`src/rtl/uc_fetch_pkg.sv`:
```
// Shared types and default parameters for the nibble-CPU fetch/phase sequencer.
// The optional return stack is enabled by defining UC_CALL_STACK_EN.
package uc_fetch_pkg;

    localparam int ADDR_W_DEF    = 12;
    localparam int OPC_W_DEF     = 4;
    localparam int OPR_W_DEF     = 4;
    localparam int STK_DEPTH_DEF = 4;
    localparam logic [15:0] LONG_MASK_DEF = 16'hF000;

    typedef enum logic [1:0] {
        S_FETCH  = 2'd0,
        S_FETCH2 = 2'd1,
        S_EXEC   = 2'd2
    } state_t;

endpackage

```
`src/rtl/uc_fetch_if.sv`:
```
// Program-memory read bus between the fetch sequencer (master) and program memory (slave).
interface uc_fetch_if
    import uc_fetch_pkg::*;
#(
    parameter int ADDR_W = ADDR_W_DEF,
    parameter int DATA_W = OPC_W_DEF + OPR_W_DEF
);
    logic              mem_req;
    logic [ADDR_W-1:0] mem_addr;
    logic [DATA_W-1:0] mem_rdata;
    logic              mem_valid;

    modport master (output mem_req, mem_addr, input mem_rdata, mem_valid);
    modport slave  (input mem_req, mem_addr, output mem_rdata, mem_valid);
endinterface

```
`src/rtl/uc_ret_stack.sv`:
```
// Small LIFO of return addresses; push when full and pop when empty are dropped,
// the caller decides how to flag them.
module uc_ret_stack #(
    parameter int DEPTH = 4,
    parameter int W     = 12
)(
    input  logic         clock,
    input  logic         reset,
    input  logic         push,
    input  logic         pop,
    input  logic [W-1:0] din,
    output logic         full,
    output logic         empty,
    output logic [W-1:0] top
);
    localparam int CW = $clog2(DEPTH + 1);
    localparam int IW = (DEPTH > 1) ? $clog2(DEPTH) : 1;

    logic [W-1:0]  entries [DEPTH];
    logic [CW-1:0] cnt;
    logic [IW-1:0] top_idx;

    assign full    = (cnt == CW'(DEPTH));
    assign empty   = (cnt == '0);
    assign top_idx = IW'(cnt - 1'b1);
    assign top     = empty ? '0 : entries[top_idx];

    always_ff @(posedge clock or posedge reset) begin
        if (reset) begin
            cnt <= '0;
        end else if (push && !full) begin
            cnt <= cnt + 1'b1;
        end else if (pop && !empty) begin
            cnt <= cnt - 1'b1;
        end
    end

    always_ff @(posedge clock) begin
        if (push && !full) begin
            entries[IW'(cnt)] <= din;
        end
    end

endmodule

```
`src/rtl/uc_fetch_sequencer.sv`:
```
// Instruction fetch/phase sequencer: owns PC and the instruction registers, fetches
// one- or two-byte instructions and gives the decoder a one-cycle execute phase.
// Optional call/return stack under UC_CALL_STACK_EN.
//
// state    | meaning
// S_FETCH  | request first byte at PC while run=1
// S_FETCH2 | request second byte of a long opcode (run ignored)
// S_EXEC   | single-cycle execute phase; PC loads/calls/returns applied here
module uc_fetch_sequencer
    import uc_fetch_pkg::*;
#(
    parameter int ADDR_W    = ADDR_W_DEF,
    parameter int OPC_W     = OPC_W_DEF,
    parameter int OPR_W     = OPR_W_DEF,
    parameter logic [(2**OPC_W)-1:0] LONG_MASK = LONG_MASK_DEF,
    parameter int STK_DEPTH = STK_DEPTH_DEF
)(
    input  logic                     clock,
    input  logic                     reset,
    input  logic                     run,
    uc_fetch_if.master               mem,
    input  logic                     pc_load,
    input  logic [ADDR_W-1:0]        pc_load_addr,
    input  logic                     call_req,
    input  logic                     ret_req,
    output logic                     phase,
    output logic [OPC_W-1:0]         instr,
    output logic [OPR_W-1:0]         oprnd,
    output logic [OPC_W+OPR_W-1:0]   program_byte,
    output logic [ADDR_W-1:0]        PC,
    output logic                     stack_err
);
    localparam int DATA_W = OPC_W + OPR_W;

    state_t            state_q, state_d;
    logic [ADDR_W-1:0] pc_d;
    logic              ld_ir, ld_pb, req_c;
    logic [OPC_W-1:0]  fetched_opc;

    assign fetched_opc  = mem.mem_rdata[DATA_W-1 -: OPC_W];
    assign mem.mem_req  = req_c;
    assign mem.mem_addr = PC;

`ifdef UC_CALL_STACK_EN
    logic              push, pop, err_set, stk_full, stk_empty;
    logic [ADDR_W-1:0] stk_top;

    uc_ret_stack #(.DEPTH(STK_DEPTH), .W(ADDR_W)) u_ret_stack (
        .clock (clock),
        .reset (reset),
        .push  (push),
        .pop   (pop),
        .din   (PC),
        .full  (stk_full),
        .empty (stk_empty),
        .top   (stk_top)
    );

    always_ff @(posedge clock or posedge reset) begin
        if (reset) begin
            stack_err <= 1'b0;
        end else if (err_set) begin
            stack_err <= 1'b1;
        end
    end
`else
    logic unused_stack_inputs;
    assign unused_stack_inputs = call_req ^ ret_req ^ (STK_DEPTH > 0);
    assign stack_err = 1'b0;
`endif

    always_comb begin
        state_d = state_q;
        pc_d    = PC;
        ld_ir   = 1'b0;
        ld_pb   = 1'b0;
        req_c   = 1'b0;
        phase   = 1'b0;
`ifdef UC_CALL_STACK_EN
        push    = 1'b0;
        pop     = 1'b0;
        err_set = 1'b0;
`endif
        case (state_q)
            S_FETCH: begin
                req_c = run;
                if (run && mem.mem_valid) begin
                    ld_ir   = 1'b1;
                    pc_d    = PC + 1'b1;
                    state_d = LONG_MASK[fetched_opc] ? S_FETCH2 : S_EXEC;
                end
            end
            S_FETCH2: begin
                req_c = 1'b1;
                if (mem.mem_valid) begin
                    ld_pb   = 1'b1;
                    pc_d    = PC + 1'b1;
                    state_d = S_EXEC;
                end
            end
            S_EXEC: begin
                phase   = 1'b1;
                state_d = S_FETCH;
`ifdef UC_CALL_STACK_EN
                // Underflow falls through to the already-incremented PC.
                if (ret_req) begin
                    if (stk_empty) begin
                        err_set = 1'b1;
                    end else begin
                        pop  = 1'b1;
                        pc_d = stk_top;
                    end
                end else if (call_req) begin
                    pc_d = pc_load_addr;
                    if (stk_full) begin
                        err_set = 1'b1;
                    end else begin
                        push = 1'b1;
                    end
                end else if (pc_load) begin
                    pc_d = pc_load_addr;
                end
`else
                if (pc_load) begin
                    pc_d = pc_load_addr;
                end
`endif
            end
            default: state_d = S_FETCH;
        endcase
    end

    always_ff @(posedge clock or posedge reset) begin
        if (reset) begin
            state_q      <= S_FETCH;
            PC           <= '0;
            instr        <= '0;
            oprnd        <= '0;
            program_byte <= '0;
        end else begin
            state_q <= state_d;
            PC      <= pc_d;
            if (ld_ir) begin
                {instr, oprnd} <= mem.mem_rdata;
            end
            if (ld_pb) begin
                program_byte <= mem.mem_rdata;
            end
        end
    end

endmodule

```
`src/flat_wrapper.sv`:
```
// flat-port wrapper written by rule: the top's interface ports become plain ports
module uc_fetch_sequencer_flat import uc_fetch_pkg::*;
#(
    parameter int ADDR_W    = ADDR_W_DEF,
    parameter int OPC_W     = OPC_W_DEF,
    parameter int OPR_W     = OPR_W_DEF,
    parameter logic [(2**OPC_W)-1:0] LONG_MASK = LONG_MASK_DEF,
    parameter int STK_DEPTH = STK_DEPTH_DEF
)
  (clock, reset, run, pc_load, pc_load_addr, call_req, ret_req, phase, instr, oprnd, program_byte, PC, stack_err, mem_mem_req, mem_mem_addr, mem_mem_rdata, mem_mem_valid);
  uc_fetch_if #(.ADDR_W(ADDR_W), .DATA_W(8)) mem_i ();
  input  logic clock;
  input  logic reset;
  input  logic run;
  input  logic pc_load;
  input  logic [ADDR_W-1:0] pc_load_addr;
  input  logic call_req;
  input  logic ret_req;
  output logic phase;
  output logic [OPC_W-1:0] instr;
  output logic [OPR_W-1:0] oprnd;
  output logic [OPC_W+OPR_W-1:0] program_byte;
  output logic [ADDR_W-1:0] PC;
  output logic stack_err;
  output wire logic [$bits(mem_i.mem_req)-1:0] mem_mem_req;
  output wire logic [$bits(mem_i.mem_addr)-1:0] mem_mem_addr;
  input wire logic [$bits(mem_i.mem_rdata)-1:0] mem_mem_rdata;
  input wire logic [$bits(mem_i.mem_valid)-1:0] mem_mem_valid;
  assign mem_mem_req = mem_i.mem_req;
  assign mem_mem_addr = mem_i.mem_addr;
  assign mem_i.mem_rdata = mem_mem_rdata;
  assign mem_i.mem_valid = mem_mem_valid;
  uc_fetch_sequencer #(.ADDR_W(ADDR_W), .OPC_W(OPC_W), .OPR_W(OPR_W), .LONG_MASK(LONG_MASK), .STK_DEPTH(STK_DEPTH)) u_core (.clock(clock), .reset(reset), .run(run), .mem(mem_i), .pc_load(pc_load), .pc_load_addr(pc_load_addr), .call_req(call_req), .ret_req(ret_req), .phase(phase), .instr(instr), .oprnd(oprnd), .program_byte(program_byte), .PC(PC), .stack_err(stack_err));
endmodule
```
`config.mk`:
```
export PLATFORM = sky130hd
export DESIGN_NAME = uc_fetch_sequencer_flat
export DESIGN_NICKNAME = d
export VERILOG_FILES = /design/src/rtl/uc_fetch_pkg.sv /design/src/rtl/uc_fetch_if.sv /design/src/rtl/uc_ret_stack.sv /design/src/rtl/uc_fetch_sequencer.sv /design/src/flat_wrapper.sv
export SDC_FILE = /design/constraint.sdc
export NUM_CORES = 1
export LEC_CHECK = 0
export BUFFER_PORTS_ARGS = -buffer_cell sky130_fd_sc_hd__buf_2
export CORE_AREA = 2 2 63 65
export CTS_BUF_LIST = sky130_fd_sc_hd__clkbuf_16
export DETAILED_ROUTE_END_ITERATION = 12
export DIE_AREA = 0 0 65 67
export GPL_ROUTABILITY_DRIVEN = 0
export PLACE_DENSITY = 0.74
export SYNTH_ARGS = -nofsm -noshare
export SYNTH_HDL_FRONTEND = slang
export SYNTH_SLANG_ARGS = --single-unit
```
`constraint.sdc`:
```
create_clock -name clock -period 2.7 [get_ports clock]
set_input_delay 0.54 -clock clock [delete_from_list [all_inputs] [get_ports clock]]
set_output_delay 0.54 -clock clock [all_outputs]
set_load 0.01 [all_outputs]
```
==> results.cfg <==
[power_and_ir_drop]
power_leakage_nw = 0.972
vdd_drop_max_mv = 0.369
p_total_mw = 2.07
power_density_nw_per_um2 = 1030

[clocking]
cts_buffer_depth = 2
postCtsHoldBufs = 0
clk_pin_slew_worst_paths_ns = 0.05
clk_latency_ns = 0.27
clockRootBuffer = clkbuf_16
cts_resized = 0
cts.sinks = 30
cts-htree-levels = 2
cts_buffers = 5
cts_tree = done
cts_setup_buffers = 0

[synth]
synthMuxAreaShare_pct = 12.1
syn-instance-count = 152
syn_area_per_cell_um2 = 10.4
synth_xor_area_share_pct = 0
syn-num-nets = 180
ys_types = 34
synth-adder-area-share_pct = 0.793
yosys_warnings = 0
ys_seq_area_share_pct = 47.6
synth_simple_gate_area_share_pct = 13.4
synth_compound_area_share_pct = 16.3
synth_top_family_by_area = compound AO/OA/AOI/OAI gates
netlist_area_um2 = 1580
synth_seq_cells = 30

[worst_setup_path]
critical_path.top_delay_family = buffers and inverters
start_kind = flop
crit_path_start = u_core.state_q[0]
crit_path_end_kind = output port
critPathKind = flop to output port
r2r-end = u_core.PC[0]
slowest_delay_ns = 0.42
cpMaxStageDelayCell = dfrtp_1
ff2ff_setup_slack_ns = 0.89
ff2ff_path_depth = 6
crit_buf_inv = 3
cp_max_fo = 27
cp.required_ns = 2.16
cp_data_arrival_time_ns = 1.45
r2r-start = u_core.state_q[0]
crit_chain = nand2b_1 -> buf_4 -> inv_2 -> buf_2

[detailed_routing]
num_vias = 1311
drt-initial-drc-count = 106
via_per_inst = 5.14
wl_per_cell_um = 13.5
firstDrtPassIters = 4
wirelength_um = 3450
postRouteAntennaNets = 0
drc_errors = 0

[die]
io-pin-count = 70
fp.dieArea_um2 = 4360
rows = 22
die-height_um = 67
core-area_um2 = 3610
initial_core_util_pct = 43.8
die_w_um = 65

[sta]
worst_slack_ns = 0.713
hold_violations = 0
worst_clock_skew_ns = 0.00697
max_slew_margin_pct = 48.6
fmax_mhz = 503
final_period_minus_worst_setup_slack_ns = 1.99
finalSetupViolations = 0
worst_slew_pin_slew_ns = 0.767
whs_ns = 0.337
rsz0062_at_grt = false
drv_slew = 0
finalCritPeriodShare_pct = 73.6
setup-tns-final_ns = 0

[run]
cap_violations = 0

[outcome]
outcome = complete, no violations

[place]
dpl.cell_count = 248
portBuffers = 66
dp_hpwl_um = 2420
place_ws_ns = 0.872
postPlaceCellArea_um2 = 1850

[final_layout]
final_util_pct = 55.6
antenna_cells = 0
area_growth_pct = 27.0
final_cell_mix = 66 x buf_2, 30 x dfrtp_1, 19 x a21oi_1, 16 x mux2_2, 10 x nand2_1
layout_commonest_cell = buf_2
final_cells = 255
nets = 235
final_cell_area_um2 = 2000
drive_gt1_share_pct = 46.4

[min_path]
hold_path_class = primary input to asynchronous set/reset pin

[global_route]
grt_overflow = 0
grt_max_degree = 31
grt_pass1_vias = 1178
grt_first_pass_wirelength_um = 5670
grt_antenna_before_repair = 0
grt_usage_pct = 17.7
-- layout make-up --
cell class	count	area (µm²)
Fill cell	342	1600
Sequential cell	30	751
Multi-Input combinational cell	99	674
Timing Repair Buffer	69	353
Clock buffer	5	125
Tap cell	48	60.1
Clock inverter	2	33.8
Inverter	2	7.51
-- synthesized netlist by cell type, drive strengths merged --
| cell type | count | share of area [%] |
|---|---|---|
| buf | 20 | 9.0 |
| and4 | 1 | 0.56 |
| and3 | 3 | 1.2 |
| a21oi | 19 | 6.0 |
| nand4 | 6 | 2.4 |
| or2b | 1 | 0.48 |
| o2bb2ai | 2 | 1.5 |
| nand3b | 1 | 0.48 |
| a41o | 1 | 0.63 |
| o22ai | 3 | 1.2 |
| inv | 2 | 0.48 |
| dfrtp | 30 | 48 |
| ha | 1 | 0.79 |
| mux2i | 1 | 0.63 |
| a31oi | 1 | 0.40 |
| a2bb2oi | 4 | 2.6 |
| a21o | 1 | 0.48 |
| o21ai | 9 | 2.9 |
| mux2 | 16 | 11 |
| nor2b | 2 | 0.79 |
| and2 | 1 | 0.40 |
| nand2 | 10 | 2.4 |
| nand3 | 5 | 1.6 |
| a31o | 1 | 0.56 |
| nand2b | 3 | 1.2 |
| nor4 | 1 | 0.79 |
| conb | 1 | 0.24 |
| nor2 | 5 | 1.2 |
| clkbuf | 1 | 0.24 |
-- worst max-delay path by stage --
stage	end	cells past startpoint
2_1_floorplan	u_core.PC[8]	6
4_1_cts	phase	4
5_1_grt	phase	4
3_5_place_dp	u_core.PC[0]	5
3_3_place_gp	u_core.PC[0]	5
6_report	phase	4
-- registers in the layout, indices dropped and copies added (netlist names) --
| name | cells |
|---|---|
| u_core.PC | 12 |
| u_core.instr | 4 |
| u_core.oprnd | 4 |
| u_core.program_byte | 8 |
| u_core.state_q | 2 |
-- tightest hold or removal path: cells and delay by family --
family	cells	cell delay, ns
buffers and inverters	3	0.47
-- where the power goes --
| group | internal (mW) | leakage [nW] | total (mW) | switching, mW |
|---|---|---|---|---|
| Sequential | 0.599 | 0.354 | 0.755 | 0.156 |
| Combinational | 0.330 | 0.540 | 0.707 | 0.377 |
| Clock | 0.425 | 0.0773 | 0.604 | 0.179 |
-- cells by family (layout without fill, tap and decap cells) --
group                    count (synthesis)  after routing
adder cells (fa/ha/maj)                  1              1
AND/OR/NAND/NOR                         39             39
other                                    1              1
flip-flops                              30             30
AO/OA/AOI/OAI                           41             41
multiplexers                            17             17
buffers and inverters                   23             78
-- metal layers --
layer / up-vias / share of wire, % / track usage, %
met4: 0 / 0.78 / 6.38
met3: 2 / 6.0 / 6.76
met5: - / 0 / 0
met2: 38 / 50 / 27.3
li1: 648 / - / -
met1: 623 / 43 / 22.6
Power figures use the tool's default switching activity.
